--- src/rtl/wr_b_fc_otfmap.sv ---
// Writes one OCH_T-element output-feature-map chunk into the packed 4x8-bit output BRAM.
// Partial edge words are read-modify-written so neighbouring elements survive.
module wr_b_fc_otfmap #(
  parameter int OCH    = 120,
  parameter int OCH_B  = 12,
  parameter int O_F_BW = 8,
  localparam int OCH_T = OCH / OCH_B,
  localparam int IDX_W = $clog2(OCH),
  localparam int AW    = $clog2((OCH + 3) / 4)
) (
  input  logic                      clk,
  input  logic                      areset,
  input  logic                      i_run,
  input  logic [IDX_W-1:0]          i_wr_start_idx,
  input  logic [OCH_T*O_F_BW-1:0]   i_otfmap,
  output logic                      o_idle,
  output logic                      o_run,
  output logic                      o_en_err,
  output logic                      o_ot_done,
  output logic [AW-1:0]             b_o_otfmap_addr,
  output logic                      b_o_otfmap_ce,
  output logic                      b_o_otfmap_we,
  output logic [31:0]               b_o_otfmap_d,
  input  logic [31:0]               b_i_otfmap_q
);

  localparam int EW = $clog2(OCH_T);
  localparam int PW = EW + 1;

  typedef enum logic [1:0] {S_IDLE, S_RD, S_WR, S_DONE} state_e;

  state_e              state_q, state_d;
  logic [AW-1:0]       addr_q, last_q;
  logic [1:0]          col_q, end_q;
  logic [PW-1:0]       ptr_q;
  logic                first_q;
  logic                err_q;
  logic [O_F_BW-1:0]   elem_q [OCH_T];

  logic                ready, in_range, accept, start_rd;
  logic [IDX_W-1:0]    end_idx;
  logic [AW-1:0]       start_addr, end_addr;
  logic                is_last, next_last;

  assign ready      = (state_q == S_IDLE) || (state_q == S_DONE);
  assign in_range   = (int'(i_wr_start_idx) + OCH_T) <= OCH;
  assign accept     = i_run && ready && in_range;
  assign end_idx    = i_wr_start_idx + IDX_W'(OCH_T - 1);
  assign start_addr = AW'(i_wr_start_idx >> 2);
  assign end_addr   = AW'(end_idx >> 2);
  // A single-word chunk still needs a read if its trailing lanes are uncovered.
  assign start_rd   = (i_wr_start_idx[1:0] != 2'd0) ||
                      ((start_addr == end_addr) && (end_idx[1:0] != 2'd3));
  assign is_last    = (addr_q == last_q);
  assign next_last  = ((addr_q + AW'(1)) == last_q);

  always_ff @(posedge clk) begin
    if (areset) begin
      state_q <= S_IDLE;
      addr_q  <= '0;
      last_q  <= '0;
      col_q   <= '0;
      end_q   <= '0;
      ptr_q   <= '0;
      first_q <= 1'b0;
      err_q   <= 1'b0;
      for (int unsigned k = 0; k < OCH_T; k++) elem_q[k] <= '0;
    end else begin
      state_q <= state_d;
      if (i_run && (o_run || (ready && !in_range))) err_q <= 1'b1;
      if (accept) begin
        addr_q  <= start_addr;
        last_q  <= end_addr;
        col_q   <= i_wr_start_idx[1:0];
        end_q   <= end_idx[1:0];
        ptr_q   <= '0;
        first_q <= 1'b1;
        for (int unsigned k = 0; k < OCH_T; k++)
          elem_q[k] <= i_otfmap[k*O_F_BW +: O_F_BW];
      end else if (state_q == S_WR && !is_last) begin
        addr_q  <= addr_q + AW'(1);
        ptr_q   <= ptr_q + (first_q ? (PW'(4) - PW'(col_q)) : PW'(4));
        first_q <= 1'b0;
      end
    end
  end

  always_comb begin
    state_d = state_q;
    unique case (state_q)
      S_IDLE, S_DONE: begin
        if (accept) state_d = start_rd ? S_RD : S_WR;
        else        state_d = S_IDLE;
      end
      S_RD: state_d = S_WR;
      S_WR: begin
        if (is_last)                          state_d = S_DONE;
        else if (next_last && end_q != 2'd3)  state_d = S_RD;
        else                                  state_d = S_WR;
      end
      default: state_d = S_IDLE;
    endcase
  end

  always_comb begin
    logic [1:0]    lo, hi;
    logic [PW-1:0] eidx;
    o_idle          = ready;
    o_run           = !ready;
    o_en_err        = err_q;
    o_ot_done       = (state_q == S_DONE);
    b_o_otfmap_addr = '0;
    b_o_otfmap_ce   = 1'b0;
    b_o_otfmap_we   = 1'b0;
    b_o_otfmap_d    = '0;
    lo              = first_q ? col_q : 2'd0;
    hi              = is_last ? end_q : 2'd3;
    eidx            = '0;
    unique case (state_q)
      S_RD: begin
        b_o_otfmap_addr = addr_q;
        b_o_otfmap_ce   = 1'b1;
      end
      S_WR: begin
        b_o_otfmap_addr = addr_q;
        b_o_otfmap_ce   = 1'b1;
        b_o_otfmap_we   = 1'b1;
        // Covered lanes [lo,hi] map to consecutive elements starting at ptr_q.
        for (int unsigned l = 0; l < 4; l++) begin
          b_o_otfmap_d[l*O_F_BW +: O_F_BW] = b_i_otfmap_q[l*O_F_BW +: O_F_BW];
          if (2'(l) >= lo && 2'(l) <= hi) begin
            eidx = ptr_q + PW'(l) - PW'(lo);
            b_o_otfmap_d[l*O_F_BW +: O_F_BW] = elem_q[eidx[EW-1:0]];
          end
        end
      end
      default: ;
    endcase
  end

endmodule

--- config.mk ---
export PLATFORM = sky130hd
export DESIGN_NAME = wr_b_fc_otfmap
export DESIGN_NICKNAME = d
export VERILOG_FILES = /design/src/rtl/wr_b_fc_otfmap.sv
export SDC_FILE = /design/constraint.sdc
export NUM_CORES = 1
export LEC_CHECK = 0
export BUFFER_PORTS_ARGS = -buffer_cell sky130_fd_sc_hd__buf_4
export CORE_ASPECT_RATIO = 0.75
export CORE_MARGIN = 1
export CORE_UTILIZATION = 55
export CTS_CLUSTER_DIAMETER = 120
export CTS_CLUSTER_SIZE = 24
export DETAILED_ROUTE_END_ITERATION = 6
export PLACE_DENSITY = 0.9
export SETUP_SLACK_MARGIN = 0.3
export SLEW_MARGIN = 20
export SYNTH_ARGS = -nofsm -noshare
export SYNTH_HDL_FRONTEND = slang
export SYNTH_SLANG_ARGS = --single-unit
--- constraint.sdc ---
create_clock -name clk -period 6.9 [get_ports clk]
set_input_delay 1.38 -clock clk [delete_from_list [all_inputs] [get_ports clk]]
set_output_delay 1.38 -clock clk [all_outputs]
set_load 0.02 [all_outputs]
Word level (Yosys, flattened, before mapping)
Memory sizes are Yosys's and may differ from the RTL's.
Cells that the tools add are included.

word-level totals
  bits in registers = 23
  memory bits (writable) = 80
  input port bits = 122
  output and inout port bits = 43
  logic and storage cells = 106
  memories = 1

memory list
  memory  words  bits a word  read ports  clocked after memory_dff  wr ports  line  text
  elem_q  10     8            4           0                         10        38    logic [O_F_BW-1:0] elem_q [OCH_T];

cells by class
  add/sub/neg operators = 12
  order comparisons = 9
  equal/unequal tests = 8
  mux-type cells = 35
  bitwise gates (word level) = 10
  reduce and logical (&&, ||, !) cells = 23

operator list
  cell                                                              count
  two-way mux 8 bit                                                 14
  two-way mux 32 bit                                                1
  two-way mux 5 bit                                                 4
  subtractor 4 x 2 -> 4 bit                                         4
  equality test 5 bit                                               3
  two-way mux 2 bit                                                 6
  logical AND 1 bit                                                 11
  bitwise OR 1 bit                                                  10
  two-way mux 1 bit                                                 9
  adder 4 x 2 -> 4 bit, second input constant                       2
  adder 7 x 4 -> 8 bit, second input constant                       1
  <= comparator 8 x 7 -> 1 bit, second input constant               1
  adder 7 x 4 -> 7 bit, second input constant                       1
  one-hot mux 2 bit (3 select lines)                                1
  OR reduction 2 bit                                                3
  adder 5 x 1 -> 5 bit, second input constant                       1
  adder 5 bit                                                       1
  adder 4 x 1 -> 4 bit, second input constant                       1
  equality test 2 bit, second input constant                        2
  greater-or-equal comparator 1 x 2 -> 1 bit, first input constant  2
  greater-or-equal comparator 2 bit, first input constant           2
  <= comparator 1 x 2 -> 1 bit, first input constant                2
  <= comparator 2 bit, first input constant                         2
  != test 2 bit, second input constant                              2
  6 further kinds                                                   11

Longest topological paths before layout
  depth in word-level cells = 8
  depth in mapped cells = 14
  mapped depth without buffers = 12

Worst setup path after synthesis
Ideal clock, no wire load.

  kind = input to register
  start point = in i_wr_start_idx[1]
  end point = mem elem_q[0][0], enable pin
  library setup time = 455 ps
  data arrival time = 4,237 ps
  required time = 6,445 ps
  setup slack = 2,207 ps
  cell stages on the path = 5
  path buffers = 0
  cells stage by stage = ha_1 o2111ai_1 nand3_1 a31o_2 nand2b_1

RTL lines
  what                line  text
  start: declaration  14    input logic [IDX_W-1:0] i_wr_start_idx,
  end: declaration    38

Worst setup path after layout
  start point = reg first_q
  end point = out b_o_otfmap_d[10]

between the ends
  word-level cells in the longest chain between the ends = 5
  elaborated cells on any way between the ends = 7
  classes of those cells = add/sub (1); order compare (1); mux (3); reduce/logical (1); memory (1)

ends and longest elaborated chain
  what                                                                                            line      text
  start: declaration                                                                              36        logic first_q;
  start signal: assignment                                                                        65        first_q <= 1'b0;
  start signal: assignment                                                                        77        first_q <= 1'b1;
  start signal: assignment                                                                        83        first_q <= 1'b0;
  two-way mux 2 bit *                                                                             116       lo = first_q ? col_q : 2'd0;
  subtractor 4 x 2 -> 4 bit / greater-or-equal comparator 1 x 2 -> 1 bit (equally long branches)  132, 131
  memory (10 x 8 bit) / logical AND 1 bit (equally long branches)                                 --
  two-way mux 8 bit *                                                                             131       if (2'(l) >= lo && 2'(l) <= hi) begin
  two-way mux 32 bit *                                                                            119       unique case (state_q)
  end: declaration                                                                                23        output logic [31:0] b_o_otfmap_d,

Every way passes the cells marked *; elsewhere a longest branch is shown, timed or not.

==> results.md <==
* Power Density at 198 nW/um^2
* First-pass GRT wire length at 31300 um
* Worst Clk Skew at 0.0108 ns
* Drt wl/cell at 21.8 um
* CP Launch Type: register
* Crit. Startpoint: first_q
* Clock transition at path regs at 0.08 ns
* Initial core utilization at 57.0%
* RSZ-0062 raised after global routing: false
* Crit-path max cell delay at 1.07 ns
* CTS tree: yes
* # hold bufs at CTS at 0
* Fmax at 181 MHz
* CP dominant cell by count: inv_1
* Mapped Cells at 627
* Syn-to-layout area delta at 21.0%
* Maximum VDD drop at 0.000146 V
* Gpl congestion at 0.985
* Synth Register Bits at 102
* Gr busiest metal: met2
* # rows at 36
* CTS H-tree lvls at 3
* CTS-repair resized insts at 0
* Vias per cell at 6.43
* Total power at 1.80 mW
* Synthesized net count at 775
* Final Routed Wirelength at 20500 um
* CP cell instances: nand2_1 > inv_1 > ha_1 > inv_1 > ha_1 > inv_1 > fa_1 > mux4_2 > mux2_2 > nand2_1 > o21ai_0 > a22o_1 > buf_4
* DIE WIDTH at 137 um
* Grt met3 use at 5.51%
* YS warnings at 0
* Layout cells sized above 1 at 35.2%
* Layout net count at 912
* Fillers at 954
* Post-synthesis sequential area ratio at 37.9%
* Num CTS Buffers at 9
* Total I/O pin count at 165
* Delay-heaviest family, CP: adder cells
* Max-cap viol count at 0
* Post-DP HPWL at 15400 um
* Post-route ant nets at 0
* Post-CTS Setup Bufs at 0
* Hold Violations, Final at 0
* Async set or reset register ratio after synthesis at 0%
* Top_reg_cell synth: edfxtp_1
* Actual slew at the worst max-slew pin at 1.03 ns
* Core Region at 13200 um^2
* Chip height at 103 um
* WP data arrival at 4.13 ns
* Syn_area_per_cell at 12.0 um^2
* FF-to-FF Start: state_q[0]
* Largest net degree at the start of global routing at 85
* Drt initial violations at 764
* CP endpoint kind: output port
* Status: finished clean
* Crit-path max FO at 16
* Fin. max-slew vios at 0
* # diodes at 0
* GRT met1 Usage at 43.1%
* DR vias at 6047
* Routing usage on met2 at 45.3%
* Worst Path Buf+Inv at 4
* DRT Pass-1 Iters at 5
* Hold_sp: o_en_err
* Min-Delay Path Class: register to register
* WS Path Type: register to output port
* Clock Sinks at 102
* Synth unique cells at 54
* Final setup vio count at 0
* Post-Syn Area at 7500 um^2
* Fin crit period at 5.51 ns
* Slew HR at 31.3%
* Initial antenna violation count at 0
* Total gr overflow at 0
* Die Area at 14100 um^2
* Number of I/O port buffers at 164
* Clock Path Buffers at 2
* CP max stage cell: fa_1
* Worst-Skew Late Latency at 0.36 ns
* GRT Total Usage at 29.9%
* Setup TNS at 0 ns
* Static leakage at 3.91 nW
* Data required, critical path at 5.52 ns
* Vias in the first global route at 5898
* Period utilization at 79.9%
* Post-route DRC at 0
* Root Buffer Master: clkbuf_16
* Post-synth EDFFs at 80
report_power, final:
| part | internal (mW) | total, mW | switching, mW |
|---|---|---|---|
| registers | 0.731 | 0.798 | 0.0671 |
| clock network | 0.254 | 0.505 | 0.251 |
| logic | 0.257 | 0.497 | 0.240 |
| total | 1.24 | 1.80 | 0.558 |
through the flow:
step / instances / setup slack (ns) / instance area (um^2) / utilization, % / hold WS [ns]
global route: 940 / 1.28 / 9080 / 69.1 / 0.493
floorplan: 627 / 2.21 / 7500 / - / 0.459
CTS: 939 / 1.48 / 9050 / 68.8 / 0.461
global placement: 923 / 2.15 / 8760 / 66.6 / 0.440
finish: 940 / 1.39 / 9080 / 69.1 / 0.460
detailed placement: 923 / 1.89 / 8760 / 66.6 / 0.446
tightest hold or removal path, cell delays in order, from the launching register on:
cell and delay, ns:
dfxtp_1 0.32, inv_1 0.05, a21oi_1 0.05
cell usage after synthesis (2+ instances only):
cell type,n,share of area [%]
a22o_1,16,1.9
a221o_1,8,1.1
a211oi_1,9,0.90
and3_1,4,0.33
xnor2_1,17,2.0
a32o_1,9,1.2
nor2_1,21,1.1
xor2_1,5,0.58
nand2b_1,3,0.25
mux4_1,6,2.1
buf_8,3,0.60
or3_1,3,0.25
a31oi_1,2,0.17
ha_1,21,3.5
dfxtp_1,22,5.9
fa_1,5,1.3
buf_4,5,0.50
buf_2,8,0.53
o211ai_1,2,0.20
a21o_1,3,0.30
nand3_1,5,0.33
mux4_2,58,17
buf_1,3,0.15
nor2b_1,14,1.2
mux2_2,16,2.4
and2_1,81,6.8
mux2i_1,33,4.4
clkbuf_1,21,1.1
nand2_1,58,2.9
a21oi_1,15,1.0
inv_1,24,1.2
nor3b_1,3,0.30
o21ai_0,24,1.6
edfxtp_1,80,32
kinds of logic after synthesis:
group | count (synthesis) | share of synthesized area [%]
fa+ha+maj | 26 | 4.84
buf+inv | 67 | 4.42
mux | 113 | 26.3
simple gates | 197 | 14.0
compound gates | 99 | 9.80
flops | 102 | 37.9
xor+xnor | 23 | 2.78
sequential cells by signal, indices dropped and copies added, names as in the netlist:
signal	cells
o_en_err	1
elem_q	80
last_q	5
end_q	2
col_q	2
addr_q	5
state_q	2
first_q	1
ptr_q	4
cell usage in the layout, fill, tap and decap left out, types with 4 or more instances in the layout:
cell and n:
buf_4 167, and2_1 81, edfxtp_1 80, nand2_1 58
mux4_2 58, mux2i_1 33, inv_1 24, o21ai_0 24
dfxtp_1 22, nor2_1 21, ha_1 20, xnor2_1 16
mux2_2 16, a22o_1 16, a21oi_1 15, nor2b_1 14
a32o_1 9, a211oi_1 9, clkbuf_16 9, a221o_1 8
mux4_1 6, xor2_1 5, nand3_1 5, and3_1 4
fa_1 4
layer usage:
layer	vias up	part of all wire, %
met5	-	0
li1	2647	-
met1	2908	43
met2	431	44
met4	0	3.2
met3	61	9.8
cell type report:
cell class | count | area, um^2 | share of cell area, %
Clock inverter | 7 | 66.3 | 0.730
Tap cell | 171 | 214 | 2.36
Clock buffer | 9 | 225 | 2.48
Timing Repair Buffer | 168 | 1280 | 14.1
Sequential cell | 102 | 2840 | 31.3
Inverter | 25 | 93.8 | 1.03
Multi-Input combinational cell | 458 | 4360 | 48.0
path summary, 6_finish.rpt:
kind | endpoint | slack, ns | depth (start not counted)
setup / recovery | b_o_otfmap_d[10] | 1.39 | 13
hold / removal | o_en_err | 0.46 | 2
setup reg to reg | elem_q[2][3] | 4.01 | 6
hold reg to reg | o_en_err | 0.46 | 2
No activity file was read; power rests on OpenSTA's default activity.
